File: src/rtl/compute_dispatcher_pkg.sv
// Shared widths and defaults for the compute dispatcher and its arbiter.
// Constants only; no logic, so no latency or backpressure of its own.
package compute_dispatcher_pkg;

   localparam int BOT_WIDTH               = 128;
   localparam int RESULT_WIDTH            = 6;
   localparam int DEFAULT_REQUEST_LATENCY = 3;

   // Pointer width that stays legal for a single-entry ring.
   function automatic int ptrWidth(input int n);
      return (n > 1) ? $clog2(n) : 1;
   endfunction

endpackage

File: src/rtl/compute_dispatcher_if.sv
// Bundle of graph-in, core-side and result-out signals of the compute dispatcher.
// Pure wiring: zero latency; backpressure only via coreRequest-driven inReady.
interface compute_dispatcher_if #(
   parameter int N_CORES          = 4,
   parameter int EXTRA_DATA_WIDTH = 14
);
   import compute_dispatcher_pkg::*;

   logic                                 inValid;
   logic [BOT_WIDTH-1:0]                 inBot;
   logic [EXTRA_DATA_WIDTH-1:0]          inExtraData;
   logic                                 inReady;
   logic [N_CORES-1:0]                   coreRequest;
   logic [N_CORES-1:0]                   coreStart;
   logic [BOT_WIDTH-1:0]                 coreBot;
   logic [EXTRA_DATA_WIDTH-1:0]          coreExtraData;
   logic [N_CORES-1:0]                   coreDone;
   logic [RESULT_WIDTH*N_CORES-1:0]      coreResultCount;
   logic [EXTRA_DATA_WIDTH*N_CORES-1:0]  coreResultExtra;
   logic                                 outValid;
   logic [RESULT_WIDTH-1:0]              outCount;
   logic [EXTRA_DATA_WIDTH-1:0]          outExtraData;
   logic                                 overflowError;
   logic                                 idle;

   modport master (
      output inValid, inBot, inExtraData, coreRequest, coreDone, coreResultCount, coreResultExtra,
      input  inReady, coreStart, coreBot, coreExtraData, outValid, outCount, outExtraData,
             overflowError, idle
   );

   modport slave (
      input  inValid, inBot, inExtraData, coreRequest, coreDone, coreResultCount, coreResultExtra,
      output inReady, coreStart, coreBot, coreExtraData, outValid, outCount, outExtraData,
             overflowError, idle
   );

endinterface

File: src/rtl/compute_dispatcher_arb.sv
// Round-robin picker: first set request at or after ptr, wrapping; one-hot grant plus index.
// Purely combinational, zero latency; no backpressure.
module roundRobinArbiter
   import compute_dispatcher_pkg::*;
#(
   parameter int N  = 4,
   parameter int IW = ptrWidth(N)
) (
   input  logic [N-1:0]  req,
   input  logic [IW-1:0] ptr,
   output logic [N-1:0]  grant,
   output logic [IW-1:0] idx,
   output logic          any
);

   logic [IW-1:0] pos;

   always_comb begin
      grant = '0;
      idx   = '0;
      any   = 1'b0;
      pos   = '0;
      for (int k = 0; k < N; k++) begin
         pos = IW'((int'(ptr) + k) % N);
         if (!any && req[pos]) begin
            any        = 1'b1;
            grant[pos] = 1'b1;
            idx        = pos;
         end
      end
   end

endmodule

File: src/rtl/compute_dispatcher.sv
// Round-robin graph dispatch to N cores (REQUEST_LATENCY-cycle delivery) and round-robin result merge
// (done -> outValid in 2 cycles); input stalls while no core requests, results never backpressured.
module compute_dispatcher
   import compute_dispatcher_pkg::*;
#(
   parameter int N_CORES          = 4,
   parameter int EXTRA_DATA_WIDTH = 14,
   parameter int REQUEST_LATENCY  = DEFAULT_REQUEST_LATENCY
) (
   input logic                   clk,
   input logic                   rst,
   compute_dispatcher_if.slave   bus
);

   localparam int IW = ptrWidth(N_CORES);

   logic [IW-1:0]               dispPtr;
   logic [N_CORES-1:0]          dispGrant;
   logic [IW-1:0]               dispIdx;
   logic                        dispAny;
   logic                        accept;

   logic [N_CORES-1:0]          grantPipe [REQUEST_LATENCY];
   logic [BOT_WIDTH-1:0]        botPipe   [REQUEST_LATENCY];
   logic [EXTRA_DATA_WIDTH-1:0] extraPipe [REQUEST_LATENCY];
   logic                        pipeBusy;

   logic [N_CORES-1:0]          holdValid;
   logic [RESULT_WIDTH-1:0]     holdCount [N_CORES];
   logic [EXTRA_DATA_WIDTH-1:0] holdExtra [N_CORES];
   logic [IW-1:0]               collPtr;
   logic [N_CORES-1:0]          collGrant;
   logic [IW-1:0]               collIdx;
   logic                        collAny;

   logic                        outValidReg;
   logic [RESULT_WIDTH-1:0]     outCountReg;
   logic [EXTRA_DATA_WIDTH-1:0] outExtraReg;
   logic                        overflowReg;

   roundRobinArbiter #(.N(N_CORES), .IW(IW)) dispArb (
      .req   (bus.coreRequest),
      .ptr   (dispPtr),
      .grant (dispGrant),
      .idx   (dispIdx),
      .any   (dispAny)
   );

   roundRobinArbiter #(.N(N_CORES), .IW(IW)) collArb (
      .req   (holdValid),
      .ptr   (collPtr),
      .grant (collGrant),
      .idx   (collIdx),
      .any   (collAny)
   );

   assign bus.inReady = |bus.coreRequest;
   assign accept      = bus.inValid && dispAny && !rst;

   always_ff @(posedge clk) begin
      if (rst) begin
         dispPtr <= '0;
         for (int s = 0; s < REQUEST_LATENCY; s++) grantPipe[s] <= '0;
      end else begin
         if (accept) dispPtr <= (dispIdx == IW'(N_CORES - 1)) ? '0 : dispIdx + 1'b1;
         grantPipe[0] <= accept ? dispGrant : '0;
         for (int s = 1; s < REQUEST_LATENCY; s++) grantPipe[s] <= grantPipe[s-1];
      end
   end

   // Payload travels unreset alongside the grant bits; only the grant qualifies it.
   always_ff @(posedge clk) begin
      if (accept) begin
         botPipe[0]   <= bus.inBot;
         extraPipe[0] <= bus.inExtraData;
      end
      for (int s = 1; s < REQUEST_LATENCY; s++) begin
         botPipe[s]   <= botPipe[s-1];
         extraPipe[s] <= extraPipe[s-1];
      end
   end

   assign bus.coreStart     = grantPipe[REQUEST_LATENCY-1];
   assign bus.coreBot       = botPipe[REQUEST_LATENCY-1];
   assign bus.coreExtraData = extraPipe[REQUEST_LATENCY-1];

   always_ff @(posedge clk) begin
      if (rst) begin
         holdValid   <= '0;
         collPtr     <= '0;
         outValidReg <= 1'b0;
         overflowReg <= 1'b0;
      end else begin
         for (int i = 0; i < N_CORES; i++) begin
            // A hold being drained this cycle frees its slot for a same-cycle done.
            if (bus.coreDone[i]) begin
               if (holdValid[i] && !collGrant[i]) overflowReg <= 1'b1;
               else                               holdValid[i] <= 1'b1;
            end else if (collGrant[i]) begin
               holdValid[i] <= 1'b0;
            end
         end
         outValidReg <= collAny;
         if (collAny) collPtr <= (collIdx == IW'(N_CORES - 1)) ? '0 : collIdx + 1'b1;
      end
   end

   always_ff @(posedge clk) begin
      for (int i = 0; i < N_CORES; i++) begin
         if (bus.coreDone[i] && (!holdValid[i] || collGrant[i])) begin
            holdCount[i] <= bus.coreResultCount[i*RESULT_WIDTH +: RESULT_WIDTH];
            holdExtra[i] <= bus.coreResultExtra[i*EXTRA_DATA_WIDTH +: EXTRA_DATA_WIDTH];
         end
      end
      if (collAny) begin
         outCountReg <= holdCount[collIdx];
         outExtraReg <= holdExtra[collIdx];
      end
   end

   always_comb begin
      pipeBusy = 1'b0;
      for (int s = 0; s < REQUEST_LATENCY; s++) pipeBusy = pipeBusy | (|grantPipe[s]);
   end

   assign bus.outValid      = outValidReg;
   assign bus.outCount      = outCountReg;
   assign bus.outExtraData  = outExtraReg;
   assign bus.overflowError = overflowReg;
   assign bus.idle          = !pipeBusy && !(|holdValid);

endmodule

File: src/flat_wrapper.sv
// flat-port wrapper written by rule: the top's interface ports become plain ports
module compute_dispatcher_flat import compute_dispatcher_pkg::*;
#(
   parameter int N_CORES          = 4,
   parameter int EXTRA_DATA_WIDTH = 14,
   parameter int REQUEST_LATENCY  = DEFAULT_REQUEST_LATENCY
)
  (clk, rst, bus_inValid, bus_inBot, bus_inExtraData, bus_coreRequest, bus_coreDone, bus_coreResultCount, bus_coreResultExtra, bus_inReady, bus_coreStart, bus_coreBot, bus_coreExtraData, bus_outValid, bus_outCount, bus_outExtraData, bus_overflowError, bus_idle);
  compute_dispatcher_if #(.N_CORES(N_CORES), .EXTRA_DATA_WIDTH(EXTRA_DATA_WIDTH)) bus_i ();
  input logic clk;
  input logic rst;
  input wire logic [$bits(bus_i.inValid)-1:0] bus_inValid;
  input wire logic [$bits(bus_i.inBot)-1:0] bus_inBot;
  input wire logic [$bits(bus_i.inExtraData)-1:0] bus_inExtraData;
  input wire logic [$bits(bus_i.coreRequest)-1:0] bus_coreRequest;
  input wire logic [$bits(bus_i.coreDone)-1:0] bus_coreDone;
  input wire logic [$bits(bus_i.coreResultCount)-1:0] bus_coreResultCount;
  input wire logic [$bits(bus_i.coreResultExtra)-1:0] bus_coreResultExtra;
  output wire logic [$bits(bus_i.inReady)-1:0] bus_inReady;
  output wire logic [$bits(bus_i.coreStart)-1:0] bus_coreStart;
  output wire logic [$bits(bus_i.coreBot)-1:0] bus_coreBot;
  output wire logic [$bits(bus_i.coreExtraData)-1:0] bus_coreExtraData;
  output wire logic [$bits(bus_i.outValid)-1:0] bus_outValid;
  output wire logic [$bits(bus_i.outCount)-1:0] bus_outCount;
  output wire logic [$bits(bus_i.outExtraData)-1:0] bus_outExtraData;
  output wire logic [$bits(bus_i.overflowError)-1:0] bus_overflowError;
  output wire logic [$bits(bus_i.idle)-1:0] bus_idle;
  assign bus_i.inValid = bus_inValid;
  assign bus_i.inBot = bus_inBot;
  assign bus_i.inExtraData = bus_inExtraData;
  assign bus_i.coreRequest = bus_coreRequest;
  assign bus_i.coreDone = bus_coreDone;
  assign bus_i.coreResultCount = bus_coreResultCount;
  assign bus_i.coreResultExtra = bus_coreResultExtra;
  assign bus_inReady = bus_i.inReady;
  assign bus_coreStart = bus_i.coreStart;
  assign bus_coreBot = bus_i.coreBot;
  assign bus_coreExtraData = bus_i.coreExtraData;
  assign bus_outValid = bus_i.outValid;
  assign bus_outCount = bus_i.outCount;
  assign bus_outExtraData = bus_i.outExtraData;
  assign bus_overflowError = bus_i.overflowError;
  assign bus_idle = bus_i.idle;
  compute_dispatcher #(.N_CORES(N_CORES), .EXTRA_DATA_WIDTH(EXTRA_DATA_WIDTH), .REQUEST_LATENCY(REQUEST_LATENCY)) u_core (.clk(clk), .rst(rst), .bus(bus_i));
endmodule
File: config.mk
export PLATFORM = sky130hd
export DESIGN_NAME = compute_dispatcher_flat
export DESIGN_NICKNAME = d
export VERILOG_FILES = /design/src/rtl/compute_dispatcher_pkg.sv /design/src/rtl/compute_dispatcher_if.sv /design/src/rtl/compute_dispatcher_arb.sv /design/src/rtl/compute_dispatcher.sv /design/src/flat_wrapper.sv
export SDC_FILE = /design/constraint.sdc
export NUM_CORES = 1
export LEC_CHECK = 0
export ABC_CLOCK_PERIOD_IN_PS = 4410
export CORE_MARGIN = 2
export CORE_UTILIZATION = 44
export DETAILED_ROUTE_END_ITERATION = 16
export PLACE_DENSITY_LB_ADDON = 0.3
export SYNTH_ARGS = -nofsm -noshare
export SYNTH_HDL_FRONTEND = slang
export SYNTH_SLANG_ARGS = --single-unit
File: constraint.sdc
create_clock -name clk -period 4.41 [get_ports clk]
set_input_delay 0.882 -clock clk [delete_from_list [all_inputs] [get_ports clk]]
set_output_delay 0.882 -clock clk [all_outputs]
set_load 0.03 [all_outputs]
==> impl_metrics.ini <==
[routing]
antenna_left = 0
dr.first_iter.drc_count = 463
via_per_inst = 4.54
wl_per_cell_um = 18.9
vias = 7941
firstDrtPassIters = 5
drt-total-wl_um = 33000
drc = 0

[synth]
yosys.area_share.simple = 0.0233
synth_top_area_frac = 0.443
ys_top_cells_by_area = edfxtp_1 44%, dfxtp_1 37%, buf_4 6.8%
yosysSeqAreaShare = 0.817
synth_most_common_cell = dfxtp_1
synth_compound_area_frac = 0.0243
async_reset_ff_frac = 0
synth-xor-area-share = 0.00160
synthMuxAreaShare = 0.0496
synth_area_leader_cell = edfxtp_1
synthDistinctLibCells = 52
synth_flop_cell = dfxtp_1
syn-num-nets = 1177
yosys_warnings = 0
synth_area_um2 = 16400
synth_commonest_cells = 306 x dfxtp_1, 242 x edfxtp_1, 149 x buf_4
synth_top_family_by_area = buffers and inverters
synth_fa_ha_area_frac = 0.00763
synth_edf_count = 242
syn_inst = 934
avgSynthCellArea_um2 = 17.6
synth_seq_cells = 548

[clock_network]
worst_skew_pair.late_latency_ps = 590
cts_sinks = 548
post_cts_buffers = 0
postCtsHoldBufs = 0
cts_max_path_buffers = 3
clkTransAtPathRegs_ps = 70
post_cts_resized = 0
cts_tree = yes
cts_made_buffers = 52
htreeDepth = 2
cts-root-buf = clkbuf_16

[flow_run]
drv_cap = 0

[placement]
place_congestion = 0.911
pre_cts_ws_ps = 770
portBuffers = 402
dp_hpwl_um = 22900

[min_path]
hold_class = reg -> reg

[grt]
grt_overflow_total = 0
grtUsageTotal = 0.168
grt_pass1_wl_um = 48300
grt_max_degree = 81
antenna_found_initial = 1
grt_pass1_vias = 8168

[floorplanning]
placementRows = 70
dieArea_um2 = 38800
io_pins = 403
start_util = 0.447
fp.dieW_um = 197
coreArea_um2 = 36700
dieHeight_um = 197

[power_and_ir_drop]
p_sw_mw = 3.33
seqPwrFrac = 0.469
sw_frac_of_total = 0.256
finalPower_mw = 13.0
pwr_density_cell_nw_per_um2 = 598
peakVddDrop_mv = 0.465
power.share.combinational = 0.180
internal_power_mw = 9.67
clkPwrFrac = 0.351
cellLeakagePower_nw = 8.15

[worst_setup_path]
endpoint_kind = flip-flop
critPathRequiredTime_ps = 4720
critPathKind = reg -> reg
arrival_ps = 4050
crit_fanout = 20
startpoint_type = flip-flop

[sta]
rsz0062_at_grt = false
drv_slew = 0
fmax_mhz = 267
skew_ps = 18.4
fin_crit_sh = 0.849
hold_viol = 0
slew_headroom = 0.401
setup_violations = 0
worstMarginPinSlew_ps = 898
setup-tns-final_ps = 0
finalCriticalPeriod_ps = 3750
setup_slack_ps = 664

[final_layout]
areaGrowthSynthToFinish_pct = 32.5
nets = 1477
drive_above_1_share = 0.0869

[status]
status = completed
## final timing paths
| path | from | end | slack [ps] | cells after the start |
|---|---|---|---|---|
| max reg2reg | u_core.collPtr[1] | u_core.holdExtra[2][8] | 660 | 8 |
| min reg2reg | u_core.botPipe[0][173] | u_core.botPipe[0][301] | 320 | 0 |
| max | u_core.collPtr[1] | u_core.holdExtra[2][8] | 660 | 8 |
| min | u_core.botPipe[0][173] | u_core.botPipe[0][301] | 320 | 0 |
## layout make-up
| type | instances | area [um^2] |
|---|---|---|
| Clock inverter | 18 | 256 |
| Multi-Input combinational cell | 211 | 1760 |
| Tap cell | 468 | 586 |
| Fill cell | 2721 | 15000 |
| Timing Repair Buffer | 411 | 4130 |
| Antenna cell | 2 | 5.00 |
| Inverter | 10 | 41.3 |
| Sequential cell | 548 | 13400 |
| Clock buffer | 80 | 1570 |
## flip-flops by register name (all words and copies together), names as in the netlist, named ones only
signal,count
u_core.bus.outCount,6
u_core.holdExtra,56
u_core.botPipe,384
u_core.holdCount,24
u_core.extraPipe,42
u_core.bus.outExtraData,14
u_core.dispPtr,1
u_core.bus.outValid,1
u_core.collPtr,1
u_core.bus.overflowError,1
u_core.holdValid,4
u_core.grantPipe,12
## stage by stage
stage               hold slack [ps]  instance area, um^2  utilization  instances
finish                          319                21700        0.592       1748
global route                    326                21700        0.592       1746
CTS                             322                21700        0.592       1746
detailed placement              312                19900        0.542       1648
global placement                310                19900        0.542       1648
floorplan                       310                16400            -        934
## cell usage in the layout (no fill, tap or decap), types with 6 or more instances in the layout
cell             count
a21oi_1             10
a221oi_1             6
buf_4                6
clkbuf_1            15
clkbuf_16           55
clkbuf_8            10
clkdlybuf4s50_1    402
clkinv_2             6
clkinvlp_4           6
dfxtp_1            306
edfxtp_1           242
ha_1                10
inv_1                8
mux2i_1             64
nand2_1              7
nor2_1              23
nor2b_1             12
## per-layer routing
layer	vias to the layer above	part of all wire	global-route usage
li1	3757	-	-
met1	3755	0.39	0.196
met2	371	0.47	0.269
met3	56	0.12	0.0794
met4	2	0.026	0.0629
met5	-	0.00021	0
## cell families after synthesis
logic type,Yosys count
buf+inv,175
xor+xnor,3
flops,548
compound gates,52
mux,74
simple gates,72
fa+ha+maj,10
## power by group through the flow
stage                     sequential [mW]  combinational [mW]  clock, mW
after detailed placement             6.21                2.33          0
final                                6.10                2.34       4.57
after floorplan                      6.32                1.48          0
after global placement               6.18                2.28          0
after CTS                            6.10                2.35       4.68
after global routing                 6.14                2.49       4.89
## critical path, stage by stage, from the launching register on
cell and delay [ps]:
dfxtp_1 660, clkinv_1 450, ha_1 580, mux4_2 470, nand2_1 160, o311ai_0 160, a2111oi_1 640, nor2b_2 80
buf_4 250
Power figures use the tool's default switching activity.
